==> config.mk <==
export PLATFORM = sky130hd
export DESIGN_NAME = tft_disp_sched
export DESIGN_NICKNAME = d
export VERILOG_FILES = /design/src/rtl/tft_disp_sched.sv
export SDC_FILE = /design/constraint.sdc
export NUM_CORES = 1
export LEC_CHECK = 0
export ABC_AREA = 1
export BUFFER_PORTS_ARGS = -buffer_cell sky130_fd_sc_hd__buf_2
export CAP_MARGIN = 25
export CORE_MARGIN = 2
export CORE_UTILIZATION = 59
export DETAILED_ROUTE_END_ITERATION = 10
export GPL_ROUTABILITY_DRIVEN = 0
export PLACE_DENSITY = 0.88
export SLEW_MARGIN = 20
export SYNTH_ARGS = -nofsm -noshare
export SYNTH_HDL_FRONTEND = slang
export SYNTH_SLANG_ARGS = --single-unit
==> constraint.sdc <==
create_clock -name sys_clk -period 1.79 [get_ports sys_clk]
set_clock_uncertainty 0.15 [all_clocks]
set_input_delay 0.2685 -clock sys_clk [delete_from_list [all_inputs] [get_ports sys_clk]]
set_output_delay 0.2685 -clock sys_clk [all_outputs]
set_load 0.01 [all_outputs]
==> src/rtl/tft_disp_sched.sv <==
// -----------------------------------------------------------------------------
// tft_disp_sched
//
// Power/display sequencer and pattern scheduler for the TFT colour-bar
// datapath. It brings the timing generator up after a power-settle delay and
// turns the backlight on only after a few frames of valid video. On shutdown
// it turns the backlight off first, lets video run a few more frames, then
// stops timing. It also picks the test pattern the pixel generator draws.
// A pattern change is only ever committed on a frame boundary.
//
// Optional feature macro: TFT_BL_PWM_EN
//   defined   : in ON, tft_bl = (pwm_cnt < bl_duty), pwm_cnt free-running 8 bit
//   undefined : tft_bl = 1 in ON, else 0; bl_duty is ignored
//
// Ports
//   sys_clk    in   system clock, vsync is synchronous to it
//   sys_rst_n  in   asynchronous active-low reset
//   disp_on    in   level: 1 = display wanted on, 0 = shut down
//   key_next   in   one-cycle debounced pulse: advance pattern
//   auto_en    in   level: advance pattern every AUTO_FRAMES frames
//   vsync      in   vertical sync from the timing generator
//   bl_duty    in   backlight duty 0..255 (PWM build only)
//   tim_en     out  enable to the timing generator
//   tft_bl     out  backlight control
//   pat_sel    out  pattern index to the pixel generator
//   pat_upd    out  one-cycle pulse on the cycle pat_sel changes
//   busy       out  1 in any state other than OFF and ON
// -----------------------------------------------------------------------------
module tft_disp_sched #(
  parameter int   T_PWR         = 1_000_000,
  parameter int   BL_ON_FRAMES  = 4,
  parameter int   BL_OFF_FRAMES = 2,
  parameter int   AUTO_FRAMES   = 120,
  parameter int   PAT_NUM       = 8,
  parameter logic VSYNC_POL     = 1'b0
) (
  input  logic       sys_clk,
  input  logic       sys_rst_n,
  input  logic       disp_on,
  input  logic       key_next,
  input  logic       auto_en,
  input  logic       vsync,
  input  logic [7:0] bl_duty,
  output logic       tim_en,
  output logic       tft_bl,
  output logic [2:0] pat_sel,
  output logic       pat_upd,
  output logic       busy
);

  // Counter widths: each counter only has to reach (limit - 1).
  localparam int FRM_MAX = (BL_ON_FRAMES > BL_OFF_FRAMES) ? BL_ON_FRAMES : BL_OFF_FRAMES;
  localparam int PWR_W   = (T_PWR > 1)       ? $clog2(T_PWR)       : 1;
  localparam int FRM_W   = (FRM_MAX > 1)     ? $clog2(FRM_MAX)     : 1;
  localparam int AUTO_W  = (AUTO_FRAMES > 1) ? $clog2(AUTO_FRAMES) : 1;

  localparam logic [PWR_W-1:0]  PWR_LAST    = PWR_W'(T_PWR - 1);
  localparam logic [FRM_W-1:0]  BL_ON_LAST  = FRM_W'(BL_ON_FRAMES - 1);
  localparam logic [FRM_W-1:0]  BL_OFF_LAST = FRM_W'(BL_OFF_FRAMES - 1);
  localparam logic [AUTO_W-1:0] AUTO_LAST   = AUTO_W'(AUTO_FRAMES - 1);
  localparam logic [2:0]        PAT_LAST    = 3'(PAT_NUM - 1);

  typedef enum logic [2:0] {
    ST_OFF      = 3'd0,
    ST_PWR_WAIT = 3'd1,
    ST_VID_WAIT = 3'd2,
    ST_ON       = 3'd3,
    ST_BL_OFF   = 3'd4
  } state_t;

  state_t              state_q,      state_d;
  logic [PWR_W-1:0]    pwr_cnt_q,    pwr_cnt_d;
  logic [FRM_W-1:0]    frm_cnt_q,    frm_cnt_d;
  logic [AUTO_W-1:0]   auto_cnt_q,   auto_cnt_d;
  logic                pending_q,    pending_d;
  logic [2:0]          pat_sel_q,    pat_sel_d;
  logic                pat_upd_q,    pat_upd_d;
  logic                vsync_q,      vsync_d;
  logic                frame_tick_q, frame_tick_d;

  logic                tick;
  logic                pat_active;
  logic                auto_expire;
  logic                bl_on_state;

  // ---------------------------------------------------------------------------
  // Frame boundary detect: one-cycle pulse the cycle after vsync is first seen
  // at its active level. Ticks are ignored while timing is disabled.
  // ---------------------------------------------------------------------------
  always_comb begin
    vsync_d      = vsync;
    frame_tick_d = (vsync == VSYNC_POL) && (vsync_q != VSYNC_POL);
  end

  assign tick = frame_tick_q & tim_en;

  // ---------------------------------------------------------------------------
  // Power sequencing FSM
  // ---------------------------------------------------------------------------
  always_comb begin
    state_d   = state_q;
    pwr_cnt_d = '0;
    frm_cnt_d = frm_cnt_q;

    case (state_q)
      ST_OFF: begin
        frm_cnt_d = '0;
        if (disp_on) begin
          state_d = ST_PWR_WAIT;
        end
      end

      ST_PWR_WAIT: begin
        if (!disp_on) begin
          state_d = ST_OFF;
        end else if (pwr_cnt_q == PWR_LAST) begin
          state_d = ST_VID_WAIT;
        end else begin
          pwr_cnt_d = pwr_cnt_q + 1'b1;
        end
      end

      ST_VID_WAIT: begin
        // Backlight is still off here, so a shutdown goes straight to the
        // video-drain phase.
        if (!disp_on) begin
          state_d   = ST_BL_OFF;
          frm_cnt_d = '0;
        end else if (tick) begin
          if (frm_cnt_q == BL_ON_LAST) begin
            state_d   = ST_ON;
            frm_cnt_d = '0;
          end else begin
            frm_cnt_d = frm_cnt_q + 1'b1;
          end
        end
      end

      ST_ON: begin
        frm_cnt_d = '0;
        if (!disp_on) begin
          state_d = ST_BL_OFF;
        end
      end

      ST_BL_OFF: begin
        // Runs to completion even if disp_on comes back; the next power-up
        // always starts again from OFF.
        if (tick) begin
          if (frm_cnt_q == BL_OFF_LAST) begin
            state_d   = ST_OFF;
            frm_cnt_d = '0;
          end else begin
            frm_cnt_d = frm_cnt_q + 1'b1;
          end
        end
      end

      default: begin
        state_d   = ST_OFF;
        frm_cnt_d = '0;
      end
    endcase
  end

  // ---------------------------------------------------------------------------
  // Pattern scheduler. Requests (key or auto expiry) only set a pending flag;
  // the flag is consumed on a frame tick, so pat_sel never moves mid-frame and
  // several requests within one frame collapse into a single advance.
  // ---------------------------------------------------------------------------
  assign pat_active = (state_q == ST_VID_WAIT) || (state_q == ST_ON);

  always_comb begin
    pending_d   = pending_q;
    auto_cnt_d  = auto_cnt_q;
    pat_sel_d   = pat_sel_q;
    pat_upd_d   = 1'b0;
    auto_expire = 1'b0;

    if (!pat_active) begin
      pending_d  = 1'b0;
      auto_cnt_d = '0;
    end else begin
      if (!auto_en) begin
        auto_cnt_d = '0;
      end else if (tick) begin
        if (auto_cnt_q == AUTO_LAST) begin
          auto_cnt_d  = '0;
          auto_expire = 1'b1;
        end else begin
          auto_cnt_d = auto_cnt_q + 1'b1;
        end
      end

      if (tick && pending_q) begin
        pat_sel_d = (pat_sel_q == PAT_LAST) ? 3'd0 : pat_sel_q + 3'd1;
        pat_upd_d = 1'b1;
        // An expiry landing on this tick merges with the advance being made
        // now; a key on this tick belongs to the next frame.
        pending_d = key_next;
      end else begin
        pending_d = pending_q | key_next | auto_expire;
      end
    end
  end

  // ---------------------------------------------------------------------------
  // State registers
  // ---------------------------------------------------------------------------
  always_ff @(posedge sys_clk or negedge sys_rst_n) begin
    if (!sys_rst_n) begin
      state_q      <= ST_OFF;
      pwr_cnt_q    <= '0;
      frm_cnt_q    <= '0;
      auto_cnt_q   <= '0;
      pending_q    <= 1'b0;
      pat_sel_q    <= 3'd0;
      pat_upd_q    <= 1'b0;
      vsync_q      <= ~VSYNC_POL;
      frame_tick_q <= 1'b0;
    end else begin
      state_q      <= state_d;
      pwr_cnt_q    <= pwr_cnt_d;
      frm_cnt_q    <= frm_cnt_d;
      auto_cnt_q   <= auto_cnt_d;
      pending_q    <= pending_d;
      pat_sel_q    <= pat_sel_d;
      pat_upd_q    <= pat_upd_d;
      vsync_q      <= vsync_d;
      frame_tick_q <= frame_tick_d;
    end
  end

  // ---------------------------------------------------------------------------
  // Backlight drive
  // ---------------------------------------------------------------------------
  assign bl_on_state = (state_q == ST_ON);

`ifdef TFT_BL_PWM_EN
  logic [7:0] pwm_cnt_q, pwm_cnt_d;

  always_comb begin
    pwm_cnt_d = pwm_cnt_q + 8'd1;
  end

  always_ff @(posedge sys_clk or negedge sys_rst_n) begin
    if (!sys_rst_n) begin
      pwm_cnt_q <= 8'd0;
    end else begin
      pwm_cnt_q <= pwm_cnt_d;
    end
  end

  // Strict compare: duty 0 is always dark, duty 255 gives 255/256.
  assign tft_bl = bl_on_state && (pwm_cnt_q < bl_duty);
`else
  logic unused_bl_duty;
  assign unused_bl_duty = ^bl_duty;
  assign tft_bl         = bl_on_state;
`endif

  // ---------------------------------------------------------------------------
  // Outputs decoded straight from registers so reset clears them at once.
  // ---------------------------------------------------------------------------
  assign tim_en  = (state_q == ST_VID_WAIT) || (state_q == ST_ON) || (state_q == ST_BL_OFF);
  assign busy    = (state_q != ST_OFF) && (state_q != ST_ON);
  assign pat_sel = pat_sel_q;
  assign pat_upd = pat_upd_q;

endmodule
Word level (Yosys, flattened, before mapping)
Index checks and enable logic that the tools add are counted.

Flip-flop bits (word level): 39. Bits in latches: 0. Bits in writable memories: 0. Bits in read-only memories: 0. Input bits: 14. Output and inout bits: 7. Memories kept: 0.

Add/sub/neg operators: 4. $mul: 0. Divide/modulo/power cells: 0. Magnitude comparators: 0. Equal/unequal tests: 18. Shift-type cells: 0. Muxes and demuxes: 32. Bitwise gates (word level): 5. Reduce and logical (&&, ||, !) cells: 10.

Operator list (number): $mux W20 (3); $mux W3 (10); $mux W7 (4); $add A20 B1 Y20 const B (1); $eq A20 B20 Y1 const B (1); $pmux W3 S5 (1); $ne A3 B3 Y1 const B (4); $mux W2 (5); $mux W1 (8); $ne A2 B2 Y1 const B (4); $add A7 B1 Y7 const B (1); $eq A7 B7 Y1 const B (1); $reduce_and A7 Y1 (1); $eq A3 B2 Y1 const B (2); $eq A3 B3 Y1 const B (2); $pmux W2 S3 (1); $add A3 B1 Y3 const B (1); $eq A3 B1 Y1 const B (1); $logic_and A1 B1 Y1 (3); $logic_not A3 Y1 (1); $ne A3 B2 Y1 const B (1); $reduce_and A3 Y1 (1); $reduce_bool A3 Y1 (1); $add A2 B1 Y2 const B (1); other kinds (7) (10).

Logic depth before layout (Yosys ltp)
Depth in word-level cells: 10. Depth in mapped cells: 11. Depth with buffers taken out: 11.

Worst setup path before layout
No wires, ideal clock.

Path kind: flip-flop to flip-flop. Start: register pwr_cnt_q[0]. End: register pwr_cnt_q[19]. Data arrival time: 1274 ps. Path slack: 248 ps. Stages on the path, launching flop included: 10. Clock period less this slack: 1542 ps. Cells stage by stage: dfrtp_1 ha_1 inv_2 nor3_2 nand3_1 nand2_1 buf_6 inv_2 nand2_1 nor2_2.

Word-level cells in the longest chain between the ends: 4. Elaborated cells on any way between the ends: 5.

Ends and longest elaborated chain: start: declaration (line 72) `logic [PWR_W-1:0] pwr_cnt_q, pwr_cnt_d;`; start signal: assignment (line 223) `pwr_cnt_q <= pwr_cnt_d;`; $add A20 B1 Y20 or $eq A20 B20 Y1 (tied branches) (line 119, 116); $mux W20 (*) (line 116) `end else if (pwr_cnt_q == PWR_LAST) begin`; $mux W20 (*) (line 114) `if (!disp_on) begin`; $mux W20 (*) (line 105) `case (state_q)`; net pwr_cnt_d[19] (line 72).

The timed path passes the listed nets; every way through them passes the cells marked *. A chain may end at the register's enable or synchronous reset.

Final worst setup path
Start: register state_q[1]. End: output port busy.

Word-level cells in the longest chain between the ends: 2. Elaborated cells on any way between the ends: 3.

Ends and longest elaborated chain: start: declaration (line 71) `state_t state_q, state_d;`; start signal: assignment (line 222) `state_q <= state_d;`; $ne A3 B2 Y1 or $reduce_bool A3 Y1 (tied branches) (line 266) `assign busy = (state_q != ST_OFF) && (state_q != ST_ON);`; $logic_and A1 B1 Y1 (*) (line 266); end: declaration (line 48) `output logic busy`.

Every way passes the cells marked *; elsewhere a longest branch is shown, timed or not.

==> impl_metrics.py <==
metrics = {
    "yosys": {
        "synth_enable_flop_cells": 0,
        "ys_seq_elements": 39,
        "synth_cell_types": 35,
        "synth_top_area_share_pct": 41.78,
        "yosys_warnings": 0,
        "avgSynthCellArea_sq_um": 7.715,
        "syn_nets": 316,
        "synth_top_area_cell": "dfrtp_1",
        "ys_top_cells_by_area": "dfrtp_1 (42%), nand2_1 (12%), nor2_1 (8.7%)",
        "syn_area_sq_um": 2276,
        "synthArstFlopShare_pct": 100.0,
        "syn_inst": 295,
        "ys_seq_area_share_pct": 42.94,
        "ys.flop_type": "dfrtp_1",
    },
    "detailed_routing": {
        "post_drt_wl_per_cell_microns": 11.17,
        "wirelength_mm": 4.143,
        "drt.antenna.violating_nets": 0,
        "vias": 1856,
        "drc": 0,
        "drt-vias-per-instance": 5.003,
        "first_pass_iters": 4,
        "drt_iter0_markers": 100,
    },
    "timing": {
        "worst_pin_slew_ns": 0.4342,
        "finalMaxSlewViolations": 0,
        "hold_viol_final": 0,
        "max_slew_margin_pct": 71.05,
        "period_share_pct": 96.82,
        "rsz0062_at_grt": "yes",
        "setup_slack_ns": 0.05692,
        "post-route-min-period_ns": 1.733,
        "fmax_mhz": 577.0,
        "setup_viol": 0,
    },
    "setup_path": {
        "cp.arrival_ns": 1.31,
        "timing.rr.start": "pwr_cnt_q[0]$_DFF_PN0_",
        "cp_slowest_cell": "dfrtp_2",
        "r2r_slack_ns": 0.13,
        "critPathKind": "reg2out",
        "crit_family": "flip-flops",
        "timing.rr.end": "state_q[0]$_DFFE_PN0P_",
        "worstPathMaxFanout": 4,
        "slowest_delay_ns": 0.44,
        "worst-path-buf-inv": 4,
        "reg2reg_depth": 9,
        "cp_common_cell": "inv_1",
        "crit_required_ns": 1.37,
        "crit_path_end_kind": "output pin",
        "startpoint_type": "register",
        "path_cells": "inv_2, nand2_1, nor2_2, inv_1, o21ai_0, inv_1, buf_2",
    },
    "run_status": {
        "status": "finished, final reports clean",
    },
    "finish": {
        "fin_util_pct": 70.15,
        "final_nets": 344,
        "drive_above_1_share_pct": 21.36,
        "syn2layout_area_growth_pct": 13.69,
        "mostFrequentLayoutCell": "nand2_1",
        "final_cell_count_no_fill": 371,
        "insertedDiodeCount": 0,
        "layout_common_cells": "nand2_1 (69), nor2_1 (52), dfrtp_1 (35)",
    },
    "place": {
        "place_hpwl_mm": 2.985,
        "dp_cells": 358,
        "dp_slack_ns": 0.07053,
        "io_buffers": 12,
    },
    "die": {
        "die_y_microns": 66.11,
        "die_area_sq_um": 4371,
        "io_pins": 21,
        "start_util_pct": 61.70,
        "row_count": 22,
        "die_w_microns": 66.11,
        "coreArea_sq_um": 3689,
    },
    "pwr": {
        "irDropWorstVdd_uv": 588.3,
        "power_density_nw_per_um2": 953.3,
        "p_total_mw": 2.467,
        "leakagePower_nw": 1.239,
    },
    "grt": {
        "grt.total_usage_pct": 21.35,
        "grt_antenna_before_repair": 0,
        "grt_max_degree": 22,
        "grt_pass1_wl_mm": 7.155,
        "grt_pass1_vias": 1735,
        "grt_overflow_total": 0,
    },
    "min_path": {
        "hp-start": "key_next",
        "min_to": "pending_q$_DFF_PN0_",
        "whs_path_depth": 3,
        "min_path_type": "in2reg",
    },
    "clocking": {
        "cts_num_sinks": 39,
        "cts_buffers": 5,
        "cts_tree": "built",
        "clk_pin_slew_ns": 0.07,
        "clock-root-buffer": "clkbuf_8",
        "insertion_delay_ns": 0.29,
        "h-tree-depth": 2,
        "cts_max_path_buffers": 2,
    },
    "flow_run": {
        "maxCapViolCount": 0,
    },
}
[registers in the layout (all words and copies together), names as in the netlist]
register      cells
state_q           3
pat_sel           3
vsync_q           1
pwr_cnt_q        20
pat_upd           1
auto_cnt_q        7
frm_cnt_q         2
pending_q         1
frame_tick_q      1
[how the worst max path moves through the flow]
stage	startpoint	slack, ns	cells after the start	endpoint
2_1_floorplan	pwr_cnt_q[0]$_DFF_PN0_	0.25	9	pwr_cnt_q[19]$_DFF_PN0_
3_3_place_gp	pwr_cnt_q[0]$_DFF_PN0_	0.11	9	state_q[1]$_DFFE_PN0P_
3_5_place_dp	pwr_cnt_q[0]$_DFF_PN0_	0.07	9	state_q[1]$_DFFE_PN0P_
4_1_cts	state_q[0]$_DFFE_PN0P_	0.002	7	busy
5_1_grt	state_q[1]$_DFFE_PN0P_	-0.03	7	busy
6_report	state_q[1]$_DFFE_PN0P_	0.06	7	busy
[final cells by class]
type                       instances  area (sq um)
multi-input combinational        214          1146
fill                             292          1101
sequential                        39         980.9
timing repair buffer              23         160.2
inverter                          40         152.6
clock buffer                       6         82.58
tap                               48         60.06
clock inverter                     1         5.005
[per-stage QoR]
step	instance area, sq um	TNS, ns	hold slack, ns
floorplan	2276	0	-0.1771
global placement	2430	0	0.08204
detailed placement	2430	0	0.08402
CTS	2547	0	0.05968
global route	2587	-0.03036	0.06344
finish	2587	0	0.06978
[synth_stat cells, types with 2 or more instances]
| cell type | count |
|---|---|
| o21ai_0 | 6 |
| nor2_2 | 4 |
| nand3_1 | 18 |
| nor3_1 | 4 |
| inv_1 | 33 |
| nor2_1 | 53 |
| dfrtp_1 | 38 |
| nand2_4 | 4 |
| inv_2 | 6 |
| a31oi_1 | 2 |
| nand3_2 | 2 |
| xor2_1 | 6 |
| nor2_4 | 5 |
| ha_1 | 7 |
| nand2_2 | 6 |
| nand2_1 | 70 |
| a21oi_1 | 9 |
| o21ai_1 | 3 |
| xnor2_1 | 3 |
[worst min-delay path, stage by stage]
cell and delay [ns]:
buf_2 0.09, inv_1 0.04, a21oi_1 0.06
[power by group]
group	internal, mW	switching [mW]
Clock	0.302	0.292
Combinational	0.318	0.530
Sequential	0.952	0.0732
Total	1.57	0.895
[kinds of logic (layout without fill, tap and decap cells)]
family | Yosys count | in the layout | synth area share (%)
simple gates | 172 | 172 | 35.35
xor+xnor | 9 | 9 | 3.464
fa+ha+maj | 7 | 7 | 3.848
compound gates | 26 | 26 | 6.982
buf+inv | 42 | 70 | 7.422
flops | 39 | 39 | 42.94
[metal layers]
layer	up-vias	GRT usage, %	part of all wire (%)	wire [microns]
met4	0	7.398	0.36	15
li1	969	-	-	-
met2	35	36.75	49	2039
met1	850	25.58	47	1955
met5	-	0	0	0
met3	2	5.792	3.2	133
[what timing repair did]
| item | CTS | global route |
|---|---|---|
| resized for setup | 2 | 5 |
| hold buffers | 2 | 0 |
| buffers inserted | 1 | 3 |
| setup endpoints to repair | 1 | 17 |
| endpoints found under the hold margin | 19 | 0 |
Power figures use the tool's default switching activity.
